### src/rtl/sqrt_output_wrapper_dp_if.sv
// Handshake and data bundle between the sqrt core/front end (master) and the output wrapper (slave).
interface sqrt_output_wrapper_dp_if #(
  parameter int EXP_SIZE  = 11,
  parameter int ROOT_SIZE = 55,
  parameter int RES_SIZE  = 64
);
  logic                 start;
  logic                 in_type;
  logic [EXP_SIZE-1:0]  in_exp;
  logic [2:0]           in_flags;
  logic                 root_valid;
  logic [ROOT_SIZE-1:0] root;
  logic                 rem_nz;
  logic                 out_ack;
  logic                 ready;
  logic                 out_valid;
  logic [RES_SIZE-1:0]  result;
  logic                 invalid;
  logic                 inexact;

  modport master (
    output start, in_type, in_exp, in_flags, root_valid, root, rem_nz, out_ack,
    input  ready, out_valid, result, invalid, inexact
  );

  modport slave (
    input  start, in_type, in_exp, in_flags, root_valid, root, rem_nz, out_ack,
    output ready, out_valid, result, invalid, inexact
  );
endinterface

### src/rtl/sqrt_output_wrapper_dp.sv
// Sqrt back end: rounds the core's root to nearest-even, halves the exponent,
// substitutes IEEE specials and holds the packed word under a valid/ack handshake.
module sqrt_output_wrapper_dp #(
  parameter int EXP_SIZE  = 11,
  parameter int ROOT_SIZE = 55,
  parameter int RES_SIZE  = 64,
  parameter int DBL_BIAS  = 1023,
  parameter int SGL_BIAS  = 127
) (
  input logic clk,
  input logic rst,
  sqrt_output_wrapper_dp_if.slave bus
);

  typedef enum logic [1:0] {IDLE, WAIT_ROOT, ROUND, HOLD} state_t;

  state_t               r_state, w_state_next;
  logic                 r_type;
  logic [EXP_SIZE-1:0]  r_exp;
  logic [ROOT_SIZE-1:0] r_root;
  logic                 r_rem_nz;
  logic [RES_SIZE-1:0]  r_result;
  logic                 r_invalid;
  logic                 r_inexact;
  logic                 w_ready;
  logic                 w_out_valid;

  always_ff @(posedge clk) begin
    if (rst) r_state <= IDLE;
    else     r_state <= w_state_next;
  end

  always_comb begin
    w_state_next = r_state;
    w_ready      = 1'b0;
    w_out_valid  = 1'b0;
    case (r_state)
      IDLE: begin
        w_ready = 1'b1;
        if (bus.start) w_state_next = (bus.in_flags == 3'b100) ? WAIT_ROOT : HOLD;
      end
      WAIT_ROOT: if (bus.root_valid) w_state_next = ROUND;
      ROUND:     w_state_next = HOLD;
      HOLD: begin
        w_out_valid = 1'b1;
        if (bus.out_ack) w_state_next = IDLE;
      end
      default:   w_state_next = IDLE;
    endcase
  end

  // Special results are decoded straight from the inputs so they are ready one cycle after start.
  logic [RES_SIZE-1:0] w_spec_res;
  logic                w_spec_inv;
  logic [RES_SIZE-1:0] w_qnan;

  always_comb begin
    w_qnan     = bus.in_type ? RES_SIZE'(64'h7FF8_0000_0000_0000) : RES_SIZE'(64'h0000_0000_7FC0_0000);
    w_spec_res = w_qnan;
    w_spec_inv = 1'b0;
    case (bus.in_flags)
      3'b000:  w_spec_res = '0;
      3'b010:  w_spec_res = bus.in_type ? RES_SIZE'(64'h7FF0_0000_0000_0000)
                                        : RES_SIZE'(64'h0000_0000_7F80_0000);
      3'b111:  w_spec_inv = 1'b1;
      default: w_spec_res = w_qnan;
    endcase
  end

  // Floor of (biased exp + bias) / 2 absorbs the odd/even unbiased exponent.
  logic [11:0] w_exp_sum;
  logic [10:0] w_half_exp;

  assign w_exp_sum  = r_type ? (12'(r_exp) + 12'(DBL_BIAS)) : (12'(r_exp[7:0]) + 12'(SGL_BIAS));
  assign w_half_exp = 11'(w_exp_sum >> 1);

  logic [52:0] w_d_mant;
  logic        w_d_guard, w_d_sticky, w_d_inc;
  logic [53:0] w_d_sum;
  logic [10:0] w_d_exp;
  logic [63:0] w_d_word;

  assign w_d_mant   = r_root[54:2];
  assign w_d_guard  = r_root[1];
  assign w_d_sticky = r_root[0] | r_rem_nz;
  assign w_d_inc    = w_d_guard & (w_d_sticky | w_d_mant[0]);
  assign w_d_sum    = {1'b0, w_d_mant} + 54'(w_d_inc);
  assign w_d_exp    = w_half_exp + 11'(w_d_sum[53]);
  assign w_d_word   = {1'b0, w_d_exp, 52'(w_d_sum)};

  logic [23:0] w_s_mant;
  logic        w_s_guard, w_s_sticky, w_s_inc;
  logic [24:0] w_s_sum;
  logic [7:0]  w_s_exp;
  logic [63:0] w_s_word;

  assign w_s_mant   = r_root[54:31];
  assign w_s_guard  = r_root[30];
  assign w_s_sticky = (|r_root[29:0]) | r_rem_nz;
  assign w_s_inc    = w_s_guard & (w_s_sticky | w_s_mant[0]);
  assign w_s_sum    = {1'b0, w_s_mant} + 25'(w_s_inc);
  // A carry out of the mantissa leaves the fraction at zero (1.0) and bumps the exponent.
  assign w_s_exp    = w_half_exp[7:0] + 8'(w_s_sum[24]);
  assign w_s_word   = {32'b0, 1'b0, w_s_exp, 23'(w_s_sum)};

  always_ff @(posedge clk) begin
    if (rst) begin
      r_type    <= 1'b0;
      r_exp     <= '0;
      r_root    <= '0;
      r_rem_nz  <= 1'b0;
      r_result  <= '0;
      r_invalid <= 1'b0;
      r_inexact <= 1'b0;
    end else begin
      case (r_state)
        IDLE: if (bus.start) begin
          r_type    <= bus.in_type;
          r_exp     <= bus.in_exp;
          r_result  <= w_spec_res;
          r_invalid <= w_spec_inv;
          r_inexact <= 1'b0;
        end
        WAIT_ROOT: if (bus.root_valid) begin
          r_root   <= bus.root;
          r_rem_nz <= bus.rem_nz;
        end
        ROUND: begin
          r_result  <= r_type ? RES_SIZE'(w_d_word) : RES_SIZE'(w_s_word);
          r_invalid <= 1'b0;
          r_inexact <= r_type ? (w_d_guard | w_d_sticky) : (w_s_guard | w_s_sticky);
        end
        default: ;
      endcase
    end
  end

  assign bus.ready     = w_ready;
  assign bus.out_valid = w_out_valid;
  assign bus.result    = r_result;
  assign bus.invalid   = r_invalid;
  assign bus.inexact   = r_inexact;

endmodule
### src/flat_wrapper.sv
// flat-port wrapper written by rule: the top's interface ports become plain ports
module sqrt_output_wrapper_dp_flat 
#(
  parameter int EXP_SIZE  = 11,
  parameter int ROOT_SIZE = 55,
  parameter int RES_SIZE  = 64,
  parameter int DBL_BIAS  = 1023,
  parameter int SGL_BIAS  = 127
)
  (clk, rst, bus_start, bus_in_type, bus_in_exp, bus_in_flags, bus_root_valid, bus_root, bus_rem_nz, bus_out_ack, bus_ready, bus_out_valid, bus_result, bus_invalid, bus_inexact);
  sqrt_output_wrapper_dp_if #(.EXP_SIZE(EXP_SIZE), .ROOT_SIZE(ROOT_SIZE), .RES_SIZE(RES_SIZE)) bus_i ();
  input logic clk;
  input logic rst;
  input wire logic [$bits(bus_i.start)-1:0] bus_start;
  input wire logic [$bits(bus_i.in_type)-1:0] bus_in_type;
  input wire logic [$bits(bus_i.in_exp)-1:0] bus_in_exp;
  input wire logic [$bits(bus_i.in_flags)-1:0] bus_in_flags;
  input wire logic [$bits(bus_i.root_valid)-1:0] bus_root_valid;
  input wire logic [$bits(bus_i.root)-1:0] bus_root;
  input wire logic [$bits(bus_i.rem_nz)-1:0] bus_rem_nz;
  input wire logic [$bits(bus_i.out_ack)-1:0] bus_out_ack;
  output wire logic [$bits(bus_i.ready)-1:0] bus_ready;
  output wire logic [$bits(bus_i.out_valid)-1:0] bus_out_valid;
  output wire logic [$bits(bus_i.result)-1:0] bus_result;
  output wire logic [$bits(bus_i.invalid)-1:0] bus_invalid;
  output wire logic [$bits(bus_i.inexact)-1:0] bus_inexact;
  assign bus_i.start = bus_start;
  assign bus_i.in_type = bus_in_type;
  assign bus_i.in_exp = bus_in_exp;
  assign bus_i.in_flags = bus_in_flags;
  assign bus_i.root_valid = bus_root_valid;
  assign bus_i.root = bus_root;
  assign bus_i.rem_nz = bus_rem_nz;
  assign bus_i.out_ack = bus_out_ack;
  assign bus_ready = bus_i.ready;
  assign bus_out_valid = bus_i.out_valid;
  assign bus_result = bus_i.result;
  assign bus_invalid = bus_i.invalid;
  assign bus_inexact = bus_i.inexact;
  sqrt_output_wrapper_dp #(.EXP_SIZE(EXP_SIZE), .ROOT_SIZE(ROOT_SIZE), .RES_SIZE(RES_SIZE), .DBL_BIAS(DBL_BIAS), .SGL_BIAS(SGL_BIAS)) u_core (.clk(clk), .rst(rst), .bus(bus_i));
endmodule
### config.mk
export PLATFORM = sky130hd
export DESIGN_NAME = sqrt_output_wrapper_dp_flat
export DESIGN_NICKNAME = d
export VERILOG_FILES = /design/src/rtl/sqrt_output_wrapper_dp_if.sv /design/src/rtl/sqrt_output_wrapper_dp.sv /design/src/flat_wrapper.sv
export SDC_FILE = /design/constraint.sdc
export NUM_CORES = 1
export LEC_CHECK = 0
export ABC_AREA = 1
export ABC_CLOCK_PERIOD_IN_PS = 2850
export BUFFER_PORTS_ARGS = -buffer_cell sky130_fd_sc_hd__buf_2
export CORE_MARGIN = 8
export CORE_UTILIZATION = 55
export CTS_CLUSTER_SIZE = 12
export DETAILED_ROUTE_END_ITERATION = 16
export GPL_TIMING_DRIVEN = 0
export HOLD_SLACK_MARGIN = 0.06
export PLACE_DENSITY = 0.79
export SLEW_MARGIN = 0
export SYNTH_ARGS = -nofsm -noshare
export SYNTH_HDL_FRONTEND = slang
export SYNTH_SLANG_ARGS = --single-unit
### constraint.sdc
create_clock -name clk -period 2.85 [get_ports clk]
set_input_delay 0.57 -clock clk [delete_from_list [all_inputs] [get_ports clk]]
set_output_delay 0.57 -clock clk [all_outputs]
set_load 0.01 [all_outputs]
Word level (Yosys, flattened, before mapping)
Cells that the tools add are included.
Storage, ports and cells
  register bits: 136
  input port bits: 76
  word-level logic and storage cells: 59
Cells by class
  add/sub/neg operators: 6
  eq/ne operators: 9
  multiplexer cells: 20
  bitwise operators: 8
  reductions and logical operators: 8
Operators by type and width (number)
  case mux 64 bit (2 select lines): 2
  two-way mux 63 bit: 3
  two-way mux 64 bit: 1
  adder 53 x 1 -> 54 bit: 1
  OR reduction 30 bit: 1
  adder 24 x 1 -> 25 bit: 1
  adder 11 x 10 -> 12 bit, second input constant: 1
  two-way mux 12 bit: 1
  adder 11 x 1 -> 11 bit: 1
  adder 8 x 7 -> 9 bit, second input constant: 1
  adder 8 x 1 -> 8 bit: 1
  two-way mux 2 bit: 4
  case mux 2 bit (4 select lines): 1
  equality test 3 bit, second input constant: 2
  two-way mux 1 bit: 6
  inequality test 2 bit, second input constant: 3
  bitwise OR 1 bit: 6
  AND reduction 2 bit: 3
  equality test 2 bit, second input constant: 2
  case mux 1 bit (2 select lines): 2
  equality test 3 x 2 -> 1 bit, second input constant: 1
  logical NOT 3 bit: 1
  AND reduction 3 bit: 1
  AND 1 bit: 2
  3 further kinds: 3

Longest topological paths before layout
  word-level depth: 8
  gate-level depth with buffers: 18
  mapped depth without buffers: 18

Worst setup path after synthesis
Ideal clock, no wire load.
  path type: reg-to-reg
  start: register u_core.r_root[31]
  end: register u_core.r_result[29] (netlist: u_core.bus.result[29])
  setup time: 128 ps
  arrival time: 2286 ps
  setup slack: 436 ps
  cell stages (with the launch flop): 17
  buffers on the path: 0
  cell sequence: dfxtp_1 -> nand2_1 -> inv_1 -> ha_1 -> inv_1 -> nor2_1 -> nand2_1 -> nor4_1 -> ha_1 -> ha_1 -> nand3_1 -> nor2_2 -> nand4_1 -> nand3_1 -> nand2_1 -> a21oi_1 -> nor2_1
Between the ends
  cells in the longest elaborated chain, start to end: 6
Ends and longest elaborated chain
  from (decl): line sqrt_output_wrapper_dp.sv:20  | logic [ROOT_SIZE-1:0] r_root;
  from (signal assigned): line sqrt_output_wrapper_dp.sv:125  | r_root <= bus.root;
  bitwise OR 1 bit: line sqrt_output_wrapper_dp.sv:100  | assign w_s_inc = w_s_guard & (w_s_sticky | w_s_mant[0]);
  AND 1 bit: line sqrt_output_wrapper_dp.sv:100
  adder 24 x 1 -> 25 bit: line sqrt_output_wrapper_dp.sv:101  | assign w_s_sum = {1'b0, w_s_mant} + 25'(w_s_inc);
  adder 8 x 1 -> 8 bit: line sqrt_output_wrapper_dp.sv:103  | assign w_s_exp = w_half_exp[7:0] + 8'(w_s_sum[24]);
  two-way mux 63 bit (*): line sqrt_output_wrapper_dp.sv:129  | r_result <= r_type ? RES_SIZE'(w_d_word) : RES_SIZE'(w_s_word);
  case mux 64 bit (2 select lines) (*): line sqrt_output_wrapper_dp.sv:116  | case (r_state)
  to (signal assigned): line sqrt_output_wrapper_dp.sv:120  | r_result <= w_spec_res;
  to (signal assigned): line sqrt_output_wrapper_dp.sv:129
  to (decl): line sqrt_output_wrapper_dp.sv:22  | logic [RES_SIZE-1:0] r_result;
Every way passes the cells marked *; elsewhere a longest branch is shown, timed or not.
A chain may end at the register's enable or synchronous reset.

Final worst setup path
  start: register u_core.r_root[2]
  end: register u_core.r_result[42] (netlist: u_core.bus.result[42])
Between the ends
  cells in the longest elaborated chain, start to end: 5
Ends and longest elaborated chain
  bitwise OR 1 bit: line sqrt_output_wrapper_dp.sv:86  | assign w_d_inc = w_d_guard & (w_d_sticky | w_d_mant[0]);
  AND 1 bit: line sqrt_output_wrapper_dp.sv:86
  adder 53 x 1 -> 54 bit (*): line sqrt_output_wrapper_dp.sv:87  | assign w_d_sum = {1'b0, w_d_mant} + 54'(w_d_inc);
  two-way mux 63 bit (*): line sqrt_output_wrapper_dp.sv:129
  case mux 64 bit (2 select lines) (*): line sqrt_output_wrapper_dp.sv:116
Marks and branches as above.

==> impl_results.html <==
<table>
<tr><th>Metric</th><th>Value</th></tr>
<tr><th colspan="2">Timing</th></tr>
<tr><td>Fmax achieved</td><td>364.5 MHz</td></tr>
<tr><td>Min Clock Period, post-route</td><td>roughly 2.7 ns</td></tr>
<tr><td>Transition at the pin with the smallest max-transition slack</td><td>0.8069 ns</td></tr>
<tr><td>Worst hold slack across all endpoints</td><td>0.3850 ns</td></tr>
<tr><td>TNS Setup</td><td>0 ns</td></tr>
<tr><td>Clk_skew</td><td>approximately 0.01 ns</td></tr>
<tr><td>Remaining max-slew budget at the tightest pin</td><td>46.20%</td></tr>
<tr><td>Final hold violations</td><td>0</td></tr>
<tr><td>Count of final setup violators</td><td>0</td></tr>
<tr><td>Number of pins exceeding their max-slew limit in the final report</td><td>0</td></tr>
<tr><td>Share of the clock period used by the worst path after layout</td><td>96.26%</td></tr>
<tr><th colspan="2">Place</th></tr>
<tr><td>Routability cong.</td><td>1.035</td></tr>
<tr><td>DP Wirelength</td><td>between 20 and 30 mm</td></tr>
<tr><td>Buffers on Ports</td><td>141</td></tr>
<tr><td>Post-placement cell count</td><td>1562</td></tr>
<tr><th colspan="2">Worst setup path</th></tr>
<tr><td>Critical path start-end classification</td><td>flip-flop to flip-flop</td></tr>
<tr><td>Worst reg2reg path endpoint</td><td>u_core.bus.result[42]$_SDFFE_PP0P_</td></tr>
<tr><td>Setup slack of the worst register-to-register path</td><td>0.11 ns</td></tr>
<tr><td>Reg2Reg Launch Point</td><td>u_core.r_root[2]$_SDFFE_PP0P_</td></tr>
<tr><td>Required time reported for the critical path endpoint</td><td>3.15 ns</td></tr>
<tr><td>Data arrival time of the worst path</td><td>3.04 ns</td></tr>
<tr><td>Type of destination of the critical path</td><td>flip-flop</td></tr>
<tr><td>Biggest fanout along the worst timing path</td><td>5</td></tr>
<tr><td>Logic depth of the worst register-to-register path</td><td>13</td></tr>
<tr><td>Sort of element at the start of the critical path</td><td>flip-flop</td></tr>
<tr><th colspan="2">Clocking</th></tr>
<tr><td>H-tree depth</td><td>4</td></tr>
<tr><td>Longest Clk Path Bufs</td><td>2</td></tr>
<tr><td>Buffer type at the clock tree root</td><td>clkbuf_16</td></tr>
<tr><td>Clock latency of the later-clocked register in the worst-skew pair</td><td>0.44 ns</td></tr>
<tr><td>Clock slew at reported path FFs</td><td>0.07 ns</td></tr>
<tr><td>Clock sinks</td><td>135</td></tr>
<tr><td>Hold buffer count at cts</td><td>0</td></tr>
<tr><td>CTS tree</td><td>done</td></tr>
<tr><td>Number of buffers added by the clock tree synthesis step</td><td>17</td></tr>
<tr><th colspan="2">GRT</th></tr>
<tr><td>Total Routing Usage GR</td><td>34.28%</td></tr>
<tr><td>Global-route wire length before repair</td><td>47.68 mm</td></tr>
<tr><td>Via count of the first global-routing pass</td><td>8673</td></tr>
<tr><td>Met3 demand-to-capacity share in global routing</td><td>7.908%</td></tr>
<tr><td>Layer carrying the most global-route usage</td><td>met2</td></tr>
<tr><td>Number of antenna violations at the first check in global routing</td><td>0</td></tr>
<tr><td>Largest net degree at the start of global routing</td><td>17</td></tr>
<tr><td>Grt met1 use</td><td>43.07%</td></tr>
<tr><td>Overflow left after global routing</td><td>0</td></tr>
<tr><td>GR met2 Demand/Resource</td><td>around 54%</td></tr>
<tr><th colspan="2">Synthesis</th></tr>
<tr><td>Proportion of synthesized flip-flops having asynchronous set or reset</td><td>0%</td></tr>
<tr><td>Cell types with the largest area share after synthesis</td><td>dfxtp_1 34%, nand2_1 13%, a21oi_1 8.8%</td></tr>
<tr><td>Share of the yosys chip area belonging to registers</td><td>34.02%</td></tr>
<tr><td>Synth Register Bits</td><td>between 100 and 150</td></tr>
<tr><td>Number of warning messages in the yosys log</td><td>0</td></tr>
<tr><td>Share of the synthesized area in the top cell type</td><td>34.02%</td></tr>
<tr><td>Number of unique standard cell types used by synthesis</td><td>45</td></tr>
<tr><td>Cell area after synthesis</td><td>7945 um^2</td></tr>
<tr><td>Post-Synthesis Mean Instance Area</td><td>6.423 um^2</td></tr>
<tr><td>Synthesized netlist net count</td><td>1324</td></tr>
<tr><td>Number of standard cells after synthesis</td><td>1237</td></tr>
<tr><td>Cell type with the highest aggregate area in the netlist</td><td>dfxtp_1</td></tr>
<tr><td>Primary FF master, synth</td><td>dfxtp_1</td></tr>
<tr><td>Number of enable-type register cells in the synthesized netlist</td><td>0</td></tr>
<tr><th colspan="2">Final layout</th></tr>
<tr><td>Post-route insts no fill</td><td>1610</td></tr>
<tr><td>Layout filler cell count</td><td>1338</td></tr>
<tr><td>Share of post-route cells with drive strength above 1</td><td>between 20% and 30%</td></tr>
<tr><td>Layout-stage area growth over the synthesis result</td><td>23.21%</td></tr>
<tr><td>Post-layout nets</td><td>1500</td></tr>
<tr><td>Antenna cells</td><td>0</td></tr>
<tr><td>Final cell utilization of the core</td><td>68.39%</td></tr>
<tr><th colspan="2">Power and ir drop</th></tr>
<tr><td>Max IR drop VDD</td><td>558.0 uV</td></tr>
<tr><td>Final Power</td><td>8.411 mW</td></tr>
<tr><td>Net switching power figure</td><td>around 3.7 mW</td></tr>
<tr><td>Gate power share</td><td>between 40% and 50%</td></tr>
<tr><td>P_int</td><td>roughly 4.7 mW</td></tr>
<tr><td>Net Sw Frac</td><td>between 40% and 50%</td></tr>
<tr><td>Relative contribution of sequential cells to total power</td><td>32.7%</td></tr>
<tr><td>Clock share of power</td><td>26.6%</td></tr>
<tr><td>Leak pwr</td><td>4.016 nW</td></tr>
<tr><td>Power per Cell Area</td><td>859.2 nW/um^2</td></tr>
<tr><th colspan="2">Floorplanning</th></tr>
<tr><td>Core area</td><td>14310 um^2</td></tr>
<tr><td>Die Area</td><td>~19000 um^2</td></tr>
<tr><td>Height of the die</td><td>136.2 um</td></tr>
<tr><td>Initial standard-cell utilization of the core</td><td>55.51%</td></tr>
<tr><td>Die span in x</td><td>136.2 um</td></tr>
<tr><td>Total number of placement rows</td><td>44</td></tr>
<tr><td>I/O pin count</td><td>about 140</td></tr>
<tr><th colspan="2">Run</th></tr>
<tr><td>Number of maximum-capacitance violations</td><td>0</td></tr>
<tr><th colspan="2">Detailed routing</th></tr>
<tr><td>Via total after detailed routing</td><td>just over 9k</td></tr>
<tr><td>Post-route ant nets</td><td>0</td></tr>
<tr><td>Iteration-0 DRC count of the detailed router</td><td>1082</td></tr>
<tr><td>Vias per std cell</td><td>5.794</td></tr>
<tr><td>Number of iterations in the first detailed-routing pass</td><td>8</td></tr>
<tr><td>Post-Route WL</td><td>32.47 mm</td></tr>
<tr><td>Remaining DRCs</td><td>0</td></tr>
<tr><td>Average routed wire per standard cell</td><td>20.17 um</td></tr>
<tr><th colspan="2">Status</th></tr>
<tr><td>Run status</td><td>finished clean</td></tr>
<tr><th colspan="2">Min path</th></tr>
<tr><td>Startpoint of the most critical hold path</td><td>bus_in_exp[7]</td></tr>
<tr><td>Path class of the lowest-slack min-delay path</td><td>input port to flip-flop</td></tr>
<tr><td>Cell depth of the worst hold path</td><td>3</td></tr>
<tr><td>Worst Hold End</td><td>u_core.r_exp[7]$_SDFFE_PP0P_</td></tr>
</table>
==> cells by family (layout without fill, tap and decap cells) <==
logic type               Yosys count  count (layout)  synth area share (%)
AO/OA/AOI/OAI                    281             281                 18.35
XOR/XNOR                          27              27                 3.071
adder cells (fa/ha/maj)           11              11                 1.732
buffers and inverters            173             362                 8.598
flip-flops                       135             135                 34.02
other                              1               1               0.04720
AND/OR/NAND/NOR                  609             609                 34.19
==> routing by layer <==
metal,part of all wire [%],vias up
li1,-,4417
met1,41,4249
met2,45,544
met3,9.5,119
met4,5.2,0
met5,0,-
==> cells in the mapped netlist (2+ instances only) <==
| cell type | number |
|---|---|
| a211oi_1 | 2 |
| a21oi_1 | 140 |
| a31oi_1 | 4 |
| and2_1 | 2 |
| buf_1 | 6 |
| buf_2 | 7 |
| buf_4 | 2 |
| clkbuf_1 | 31 |
| dfxtp_1 | 135 |
| ha_1 | 11 |
| inv_1 | 121 |
| inv_2 | 4 |
| nand2_1 | 268 |
| nand2_2 | 13 |
| nand3_1 | 83 |
| nand3_2 | 6 |
| nand4_1 | 22 |
| nor2_1 | 157 |
| nor2_2 | 22 |
| nor2_4 | 4 |
| nor3_1 | 17 |
| nor3_2 | 5 |
| nor4_1 | 3 |
| o211ai_1 | 3 |
| o21ai_0 | 112 |
| o21ai_1 | 9 |
| o21bai_1 | 2 |
| o221ai_1 | 3 |
| o22ai_1 | 2 |
| or2_2 | 2 |
| xnor2_1 | 3 |
| xor2_1 | 23 |
==> critical path, cell delays in order (launching register included) <==
cell and delay (ns):
dfxtp_4 0.39, nand2_8 0.07, buf_4 0.16, inv_1 0.08, ha_1 0.36, nand3_2 0.19, nor2_2 0.25, inv_2 0.11
nor2_4 0.18, nand4_1 0.18, nor2_2 0.34, nand3_1 0.11, nand3_1 0.10, a21oi_1 0.08
==> layout make-up <==
cell class | count | area, um^2 | area share (%)
flip-flops and latches | 135 | 2744 | 28.03
multi-input cells | 929 | 4718 | 48.20
clock buffers | 19 | 442.9 | 4.525
well taps | 184 | 230.2 | 2.352
plain buffers | 48 | 214.0 | 2.186
inverters | 125 | 469.2 | 4.793
repair buffers | 157 | 825.8 | 8.436
clock inverters | 13 | 145.1 | 1.483
==> per-stage QoR <==
step / cell area [um^2] / worst slack [ns]
2_1_floorplan: 7945 / 0.4362
3_3_place_gp: 8881 / -0.2592
3_5_place_dp: 8881 / -0.2771
4_1_cts: 9505 / 0.009290
5_1_grt: 9789 / -0.04080
6_report: 9789 / 0.1066
==> repair_timing <==
action | in CTS | in global routing
resized for setup | 10 | 55
endpoints found under the setup margin | 9 | 8
buffers inserted | 0 | 16
pin swaps | 1 | 17
==> placed cells by master, fill, tap and decap left out, types with 3 or more instances in the layout <==
cell	n
nand3_1	81
xnor2_1	3
nor3_2	5
nand2_1	260
o21ai_0	112
o211ai_1	3
clkinv_4	3
buf_2	148
xor2_1	23
buf_4	18
nand4_1	22
o21ai_1	9
nor2_4	10
nand3_2	7
nor2_2	23
dfxtp_4	7
nor3_1	17
dfxtp_1	116
clkinvlp_4	3
nor2_1	150
a31oi_1	4
inv_2	5
nand2_4	4
nand2_2	17
inv_1	120
clkbuf_16	17
buf_1	6
a21oi_1	139
clkbuf_1	32
dfxtp_2	12
ha_2	3
ha_1	7
o221ai_1	3
inv_6	3
==> state kept, by name, indices dropped and copies added (netlist names) <==
register / flops
u_core.r_type: 1
u_core.bus.inexact: 1
u_core.r_root: 55
u_core.bus.result: 63
u_core.r_rem_nz: 1
u_core.r_exp: 11
u_core.r_state: 2
u_core.bus.invalid: 1
==> worst max path at each step <==
stage | to | startpoint | slack [ns] | cells past startpoint
5_1_grt | u_core.bus.result[60]$_SDFFE_PP0P_ | u_core.r_root[7]$_SDFFE_PP0P_ | -0.04 | 18
4_1_cts | u_core.bus.result[60]$_SDFFE_PP0P_ | u_core.r_root[3]$_SDFFE_PP0P_ | 0.009 | 18
3_3_place_gp | u_core.bus.result[29]$_SDFFE_PP0P_ | u_core.r_root[30]$_SDFFE_PP0P_ | -0.26 | 16
3_5_place_dp | u_core.bus.result[29]$_SDFFE_PP0P_ | u_core.r_root[30]$_SDFFE_PP0P_ | -0.28 | 16
2_1_floorplan | u_core.bus.result[29]$_SDFFE_PP0P_ | u_core.r_root[31]$_SDFFE_PP0P_ | 0.44 | 16
6_report | u_core.bus.result[42]$_SDFFE_PP0P_ | u_core.r_root[2]$_SDFFE_PP0P_ | 0.11 | 13
==> power groups by stage <==
stage	sequential (mW)	clock (mW)	combinational (mW)
2_1_floorplan	2.68	0	2.10
3_3_place_gp	2.73	0	3.15
3_5_place_dp	2.73	0	3.22
4_1_cts	2.70	2.21	3.26
5_1_grt	2.79	2.31	3.70
6_report	2.75	2.24	3.42
(Power assumes the default switching activity.)
